[config.mk]
export PLATFORM = sky130hd
export DESIGN_NAME = clk_div_ctrl
export DESIGN_NICKNAME = d
export VERILOG_FILES = /design/src/rtl/clk_div_pkg.sv /design/src/rtl/div_counter.sv /design/src/rtl/clk_div_ctrl.sv
export SDC_FILE = /design/constraint.sdc
export NUM_CORES = 1
export LEC_CHECK = 0
export CAP_MARGIN = 20
export CORE_ASPECT_RATIO = 1.4
export CORE_MARGIN = 8
export CORE_UTILIZATION = 50
export CTS_CLUSTER_SIZE = 10
export DETAILED_ROUTE_END_ITERATION = 8
export GPL_TIMING_DRIVEN = 1
export PLACE_DENSITY_LB_ADDON = 0.3
export SYNTH_ARGS = -nofsm -noshare
export SYNTH_HDL_FRONTEND = slang
export SYNTH_HIERARCHICAL = 1
export SYNTH_SLANG_ARGS = --single-unit
[constraint.sdc]
create_clock -name clock_in -period 4.9 [get_ports clock_in]
set_input_delay 0.735 -clock clock_in [delete_from_list [all_inputs] [get_ports clock_in]]
set_output_delay 0.735 -clock clock_in [all_outputs]
set_load 0.02 [all_outputs]
[src/rtl/clk_div_pkg.sv]
// Shared types and helpers for the clock divider controller.
// Holds the controller state encoding and half-period clamp.
package clk_div_pkg;

  typedef enum logic {
    IDLE    = 1'b0,
    PENDING = 1'b1
  } ctrl_state_e;

  localparam int CLK_DIV_WIDTH_DEF = 27;
  localparam int CLK_DIV_HALF_DEF  = 50_000_000;
  localparam int CLK_DIV_CLAMP_W   = 64;

  // A zero half-period cannot be counted, so it means divide-by-2.
  function automatic logic [CLK_DIV_CLAMP_W-1:0] clamp_half(
    input logic [CLK_DIV_CLAMP_W-1:0] v
  );
    return (v == '0) ? CLK_DIV_CLAMP_W'(1) : v;
  endfunction

endpackage

[src/rtl/div_counter.sv]
// Half-period counter with output toggle and toggle tick.
// clear restarts the count without disturbing clock_out.
module div_counter
  import clk_div_pkg::*;
#(
  parameter int WIDTH = CLK_DIV_WIDTH_DEF
) (
  input  logic             clock_in,
  input  logic             reset,
  input  logic             enable,
  input  logic [WIDTH-1:0] half,
  input  logic             clear,
  output logic [WIDTH-1:0] count,
  output logic             clock_out,
  output logic             tick
);

  logic [WIDTH-1:0] count_q, count_d;
  logic             clk_q, clk_d;
  logic             tick_q, tick_d;
  logic             wrap;

  assign wrap = (count_q == half - WIDTH'(1));

  always_comb begin
    count_d = count_q;
    clk_d   = clk_q;
    tick_d  = 1'b0;
    if (clear) begin
      count_d = '0;
    end else if (enable) begin
      if (wrap) begin
        count_d = '0;
        clk_d   = ~clk_q;
        tick_d  = 1'b1;
      end else begin
        count_d = count_q + WIDTH'(1);
      end
    end
  end

  always_ff @(posedge clock_in) begin
    if (!reset) begin
      count_q <= '0;
      clk_q   <= 1'b0;
      tick_q  <= 1'b0;
    end else begin
      count_q <= count_d;
      clk_q   <= clk_d;
      tick_q  <= tick_d;
    end
  end

  assign count     = count_q;
  assign clock_out = clk_q;
  assign tick      = tick_q;

endmodule

[src/rtl/clk_div_ctrl.sv]
// Clock divider with handshaked half-period reconfiguration.
// CLK_DIV_CTRL_IMMEDIATE_EN: apply updates at once instead of at a boundary.
module clk_div_ctrl
  import clk_div_pkg::*;
#(
  parameter int WIDTH        = CLK_DIV_WIDTH_DEF,
  parameter int DEFAULT_HALF = CLK_DIV_HALF_DEF
) (
  input  logic             clock_in,
  input  logic             reset,
  input  logic             enable,
  input  logic             cfg_valid,
  input  logic [WIDTH-1:0] cfg_half,
  output logic             cfg_ready,
  output logic             clock_out,
  output logic             tick,
  output logic [WIDTH-1:0] count,
  output logic             pending
);

  localparam logic [WIDTH-1:0] HALF_RST = WIDTH'(DEFAULT_HALF);

  ctrl_state_e      state_q;
  logic [WIDTH-1:0] half_q;
  logic [WIDTH-1:0] shadow_q;
  logic [WIDTH-1:0] shadow_d;
  logic             in_pend;
  logic             xfer;
  logic             wrap;
  logic             apply;
  logic             clear;

  assign in_pend   = (state_q == PENDING);
  assign cfg_ready = reset && !in_pend;
  assign pending   = reset && in_pend;
  assign xfer      = cfg_valid && cfg_ready;
  assign wrap      = enable && (count == half_q - WIDTH'(1));
  assign shadow_d  =
    WIDTH'(clamp_half(CLK_DIV_CLAMP_W'(cfg_half)));

`ifdef CLK_DIV_CTRL_IMMEDIATE_EN
  assign apply = in_pend;
  assign clear = in_pend;
`else
  // Swap only on a wrap, or while frozen, so no phase is shortened.
  assign apply = in_pend && (wrap || !enable);
  assign clear = in_pend && !enable && (count >= shadow_q);
`endif

  always_ff @(posedge clock_in) begin
    if (!reset) begin
      state_q  <= IDLE;
      half_q   <= HALF_RST;
      shadow_q <= HALF_RST;
    end else begin
      unique case (state_q)
        IDLE: begin
          if (xfer) begin
            shadow_q <= shadow_d;
            state_q  <= PENDING;
          end
        end
        PENDING: begin
          if (apply) begin
            half_q  <= shadow_q;
            state_q <= IDLE;
          end
        end
        default: state_q <= IDLE;
      endcase
    end
  end

  div_counter #(
    .WIDTH(WIDTH)
  ) u_cnt (
    .clock_in  (clock_in),
    .reset     (reset),
    .enable    (enable),
    .half      (half_q),
    .clear     (clear),
    .count     (count),
    .clock_out (clock_out),
    .tick      (tick)
  );

endmodule

==> impl_results.md, run 1 <==
- GPL Wtd Cong: 0.929
- Layout area overhead: 15.2%
- Clk_lat worst skew: 0.34 ns
- Drt drc: 0
- M1 wire length: 6.79 mm
- Setup crit start kind: register
- Initial antenna violation count: 0
- Slew margin rel.: 37.3%
- Ys Warns: 6
- Placed Cells: 936
- Final Max Tran Viols: 0
- Post-route minimum period: 3.61 ns
- Synth Flop Type: dfxtp_1
- Seq/Total Area, Yosys: 26.9%
- Wire length on met2: 9.37 mm
- Mean Syn Cell Area: 8.29 sq um
- Die area: 16400 sq um
- Setup Buffers After CTS: 0
- Tcrit/Tclk final: 73.6%
- Total power draw: 0.00163 W
- PD cells: 226 nW/um^2
- CP max stage cell: nor3b_1
- DIE WIDTH: 110 um
- CTS root buffer: clkbuf_16
- WS Path Type: register to register
- Hold Fails Final Rpt: 0
- Detail Route Antenna Nets: 0
- Post-synth top area share: 26.9%
- Via count: 5748
- Synth Register Bits: 84
- Setup TNS: 0 ns
- Worst Skew: 0.00796 ns
- Critical-path maximum fanout: 18
- FMAX: 277 MHz
- Max Cap Viol: 0
- Global Route Usage Sum: 20.8%
- Syn_nets: 815
- Routed WL: 17.7 mm
- Most frequent cells in the layout: 84 x dfxtp_1, 70 x nand2_1, 60 x clkdlybuf4s50_1
- First-pass DRT Iterations: 5
- Global-route wire length before repair: 28.0 mm
- Top sig layer: met4
- CTS Sinks: 84
- GRT overflow: 0
- Crit. End Element: register
- Largest net degree at the start of global routing: 34
- CTS tree: yes
- Vias per inst: 6.04
- Placement row count: 48
- Share of layout cells above drive strength 1: 8.60%
- CP arrival: 3.87 ns
- Finished Layout Cells: 952
- Synthesized area: 6250 sq um
- CP peak stage delay: 0.66 ns
- Clock Pin Slew Worst Setup and Hold Paths: 0.06 ns
- Die H: 148 um
- Asr flop ratio synth: 0%
- CTS Buf Count: 9
- Critical Path, Cell by Cell: inv_1 > ha_1 > nor3b_1 > nand4_1 > or4_1 > nor2_1 > a21oi_1 > nor4_2 > a31o_1 > buf_4 > mux2i_1
- Min-delay worst type: register to register
- # diodes: 0
- Filler cell count: 1130
- Core area: 12300 sq um
- CTS Buffer Depth: 2
- Vias in the first global route: 5581
- # resized after CTS: 0
- Worst-Margin Slew: 0.940 ns
- Pleak: 2.73 nW
- Hold buffer count at CTS: 0
- Met3 routed WL: 847 um
- Commonest non-fill, non-tap cell in the layout: dfxtp_1
- CP required: 5.16 ns
- EDFF count, synth: 0
- Final HPWL DP: 13.8 mm
- Synth top area cells: dfxtp_1 27%, xnor2_1 7.2%, xor2_1 6.4%
- Setup repair after global routing missed its margin: no
- Mapped Cells: 754
- Initial Util: 51.0%
- DR iter-0 viols: 336
- Final Setup Violations: 0
- IO buf count: 61
- Largest area contributor in the netlist: dfxtp_1
- Outcome: finished, final reports clean
- Distinct cells, synth: 72
- Max VDD drop: 236 uV
- # H-tree levels: 3
- I/O Pins: 62
- Drt wl/cell: 18.6 um
- Total Nets Final: 858
## state kept, by name, summed over array words and instances, names as in the netlist
| signal | flops |
|---|---|
| in_pend | 1 |
| u_cnt/clock_out | 1 |
| u_cnt/tick | 1 |
| u_cnt/count | 27 |
| half_q | 27 |
| shadow_q | 27 |
## cell families (layout without fill, tap and decap cells)
logic type | after synthesis | count (layout) | share of synthesized area (%)
xor gates and xnor gates | 97 | 97 | 13.6
muxes | 32 | 32 | 5.15
AOI/OAI and AO/OA | 111 | 111 | 11.4
buffers and inverters | 71 | 119 | 5.27
and+or+nand+nor | 329 | 329 | 31.7
adders and majority gates | 30 | 30 | 6.01
DFF | 84 | 84 | 26.9
## power by group
part	switching (W)	leakage (nW)	internal [W]	total, W
Sequential	0.0000282	0.684	0.000706	0.000735
Combinational	0.000107	1.90	0.0000936	0.000201
Clock	0.000293	0.140	0.000400	0.000693
Total	0.000429	2.73	0.00120	0.00163
## path summary, 6_finish.rpt
check / start / endpoint / slack [ns] / depth (start not counted)
max: half_q[0]$_SDFFE_PN0P_ / half_q[7]$_SDFFE_PN1P_ / 1.29 / 11
min reg2reg: shadow_q[26]$_SDFFE_PN0P_ / half_q[26]$_SDFFE_PN0P_ / 0.49 / 2
min: shadow_q[26]$_SDFFE_PN0P_ / half_q[26]$_SDFFE_PN0P_ / 0.49 / 2
max reg2reg: half_q[0]$_SDFFE_PN0P_ / half_q[7]$_SDFFE_PN1P_ / 1.29 / 11
## metal layers
metal | track usage (%) | up-vias
met2 | 38.7 | 160
met5 | 0 | -
met1 | 21.6 | 2746
li1 | - | 2795
met3 | 4.19 | 47
met4 | 10.2 | 0
## critical path, delay by kind of cell (launching register included)
kind | cells | cell delay (ns)
simple gates | 5 | 1.98
mux | 1 | 0.23
compound gates | 2 | 0.26
flops | 1 | 0.45
fa+ha+maj | 1 | 0.20
buf+inv | 2 | 0.40
## area by class of cell
class                      count  area (sq um)  share of cell area (%)
multi-input combinational    599          4240                    58.8
inverter                      34           128                    1.77
clock inverter                 6          71.3                   0.991
sequential                    84          1680                    23.4
timing repair buffer          69           666                    9.25
tap                          150           188                    2.61
clock buffer                  10           229                    3.18
## metrics by stage
step | hold slack (ns) | instance area, sq um | util (%) | setup WS [ns]
floorplan | 0.451 | 6250 | - | 1.87
global placement | 0.453 | 6900 | 56.3 | 1.43
detailed placement | 0.481 | 6900 | 56.3 | 1.38
CTS | 0.487 | 7200 | 58.8 | 1.36
global route | 0.506 | 7200 | 58.8 | 1.02
finish | 0.489 | 7200 | 58.8 | 1.29
## Yosys cell counts, types with 25 or more instances
master and number:
inv_1 34, a21oi_1 25, dfxtp_1 84, nor2b_1 33
xor2_1 46, mux2i_1 31, nand2_1 70, ha_1 30
nor2_1 43, o21ai_0 30, nor3_1 27, xnor2_1 51
Power figures use the tool's default switching activity.
==> run 2: changes to the inputs <==
clock period = 3.32 ns   (was 4.9 ns; I/O delays follow)
==> run 2 against run 1 <==
Highest routed layer unchanged. Non-clock buffer count increased by 41. Routed wire length increased by 6.2%. Count of clock-buffer cells in the layout down 1. Sequential share of layout area down 1.1 points. Die area unchanged. Largest cell class unchanged.
==> impl_results.md, run 2 (synthesis results as in run 1) <==
- FMAX: 321 MHz
- Final Max Tran Viols: 0
- Max Cap Viol: 0
- Post-layout util: 61.6%
- # diodes: 0
- Pleak: 2.94 nW
- Post-route minimum period: 3.12 ns
- Hold Fails Final Rpt: 0
- CTS Buf Count: 9
- Met3 usage: 3.43%
- GPL Wtd Cong: 0.924
- Setup crit start kind: register
- Die area: 16400 sq um
- # H-tree levels: 3
- Setup repair after global routing missed its margin: no
- Vias in the first global route: 5924
- Family with the most delay on the worst path: simple AND/OR/NAND/NOR gates
- Area after DPL: 7230 sq um
- Crit. End Element: register
- Worst reg2reg path endpoint: u_cnt/count[2]$_SDFFE_PP0P_
- Drt wl/cell: 18.9 um
- Final instance area: 7540 sq um
- Die H: 148 um
- DR iter-0 viols: 312
- Outcome: finished, final reports clean
- GRT overflow: 0
- Layout area overhead: 20.7%
- Grt met2 use: 41.7%
- Final HPWL DP: 15.0 mm
- Hold Startpoint: u_cnt/clock_out$_SDFFE_PN0P_
- Critical Path, Cell by Cell: buf_4 > inv_1 > ha_1 > nor3b_2 > nand4_4 > or4_4 > a22oi_2 > nand3_2 > nor4_4 > buf_12 > nor3_1
- Detail Route Antenna Nets: 0
- Share of layout cells above drive strength 1: 13.5%
- Via count: 5880
- PD cells: 318 nW/um^2
- Finished Layout Cells: 993
- Final Setup Violations: 0
- Global-route wire length before repair: 30.2 mm
- DIE WIDTH: 110 um
- Clk_lat worst skew: 0.35 ns
- Vias per inst: 5.92
- FF-to-FF Start: half_q[0]$_SDFFE_PN0P_
- Min-delay worst type: register to register
- Most frequent cells in the layout: 84 x dfxtp_1, 70 x nand2_1, 60 x clkdlybuf4s50_1
- Worst Skew: 0.0124 ns
- CTS tree: yes
- Setup Buffers After CTS: 0
- Clock Pin Slew Worst Setup and Hold Paths: 0.07 ns
- Global Route Usage Sum: 22.6%
- Core area: 12300 sq um
- CP arrival: 3.34 ns
- Worst r2r path cells: 11
- Critical-path maximum fanout: 26
- Hold buffer count at CTS: 0
- Worst hold stages: 2
- Slew margin rel.: 39.2%
- CTS Buffer Depth: 2
- Peak-usage layer in the global routing report: met2
- WS Path Type: register to register
- I/O Pins: 62
- CP required: 3.55 ns
- R2R setup slack: 0.20 ns
- CTS root buffer: clkbuf_16
- Total Nets Final: 899
- Drt drc: 0
- First-pass DRT Iterations: 4
- Placement row count: 48
- Max VDD drop: 354 uV
- Initial antenna violation count: 0
- CP peak stage delay: 0.54 ns
- Hold EP: u_cnt/clock_out$_SDFFE_PN0P_
- Routed WL: 18.8 mm
- Largest net degree at the start of global routing: 50
- Met1 Usage GRT: 22.7%
- Worst-Margin Slew: 0.903 ns
- Initial Util: 51.0%
- Commonest non-fill, non-tap cell in the layout: dfxtp_1
- Buf/Inv on CP: 3
- Tcrit/Tclk final: 93.9%
- IO buf count: 61
- CP max stage cell: or4_4
- CTS Sinks: 84
- Placed Cells: 977
- Setup TNS: 0 ns
[run 2: cell types whose count changed in the layout (fill, tap and decap cells not counted), sizes merged]
cell      delta
clkbuf       -1
bufinv       -1
buf         +41
clkinv       +2
clkinvlp     -1
inv          +1
[run 2: tightest hold or removal path, delay by kind of cell (launching register included)]
family	cells	cell delay, ns
simple gates	1	0.05
mux	1	0.05
flops	1	0.32
[run 2: power breakdown]
part	leakage, nW	internal (W)	total (W)	switching (W)
sequential	0.684	0.00104	0.00107	0.0000300
clock	0.141	0.000527	0.000995	0.000468
combinational	2.12	0.000154	0.000334	0.000180
total	2.94	0.00172	0.00240	0.000678
[run 2: metal layers]
metal  wire, um  share of wire, %
met2       9800                52
met4       1180               6.3
met5          0                 0
met3        849               4.5
met1       6960                37
[run 2: final cells by class]
class,instances,area (sq um)
inverters,34,128
clock buffers,9,225
flip-flops and latches,84,1680
well taps,150,188
clock inverters,7,70.1
repair buffers,110,998
fillers,1112,4710
multi-input cells,599,4250
[run 2: how the worst max path moves through the flow]
stage / depth (start not counted) / to / from / slack, ns
after CTS: 9 / half_q[26]$_SDFFE_PN0P_ / half_q[0]$_SDFFE_PN0P_ / 0.08
after floorplan: 12 / half_q[10]$_SDFFE_PN0P_ / half_q[3]$_SDFFE_PN0P_ / 0.29
final: 11 / u_cnt/count[2]$_SDFFE_PP0P_ / half_q[0]$_SDFFE_PN0P_ / 0.20
after detailed placement: 9 / half_q[0]$_SDFFE_PN0P_ / half_q[0]$_SDFFE_PN0P_ / 0.10
after global placement: 9 / half_q[1]$_SDFFE_PN0P_ / half_q[0]$_SDFFE_PN0P_ / 0.25
after global routing: 11 / u_cnt/count[5]$_SDFFE_PP0P_ / half_q[0]$_SDFFE_PN0P_ / 0.06
[run 2: timing repair]
action                                  CTS  global route
endpoints found under the setup margin    0            27
hold endpoints to repair                  0             0
gates resized for setup                   0             3
[run 2: through the flow]
stage          power (W)  setup slack [ns]  hold WS [ns]
2_1_floorplan    0.00130             0.286         0.451
3_3_place_gp     0.00141             0.252         0.461
3_5_place_dp     0.00142             0.102         0.465
4_1_cts          0.00241            0.0788         0.473
5_1_grt          0.00250            0.0588         0.488
6_report         0.00240             0.201         0.471
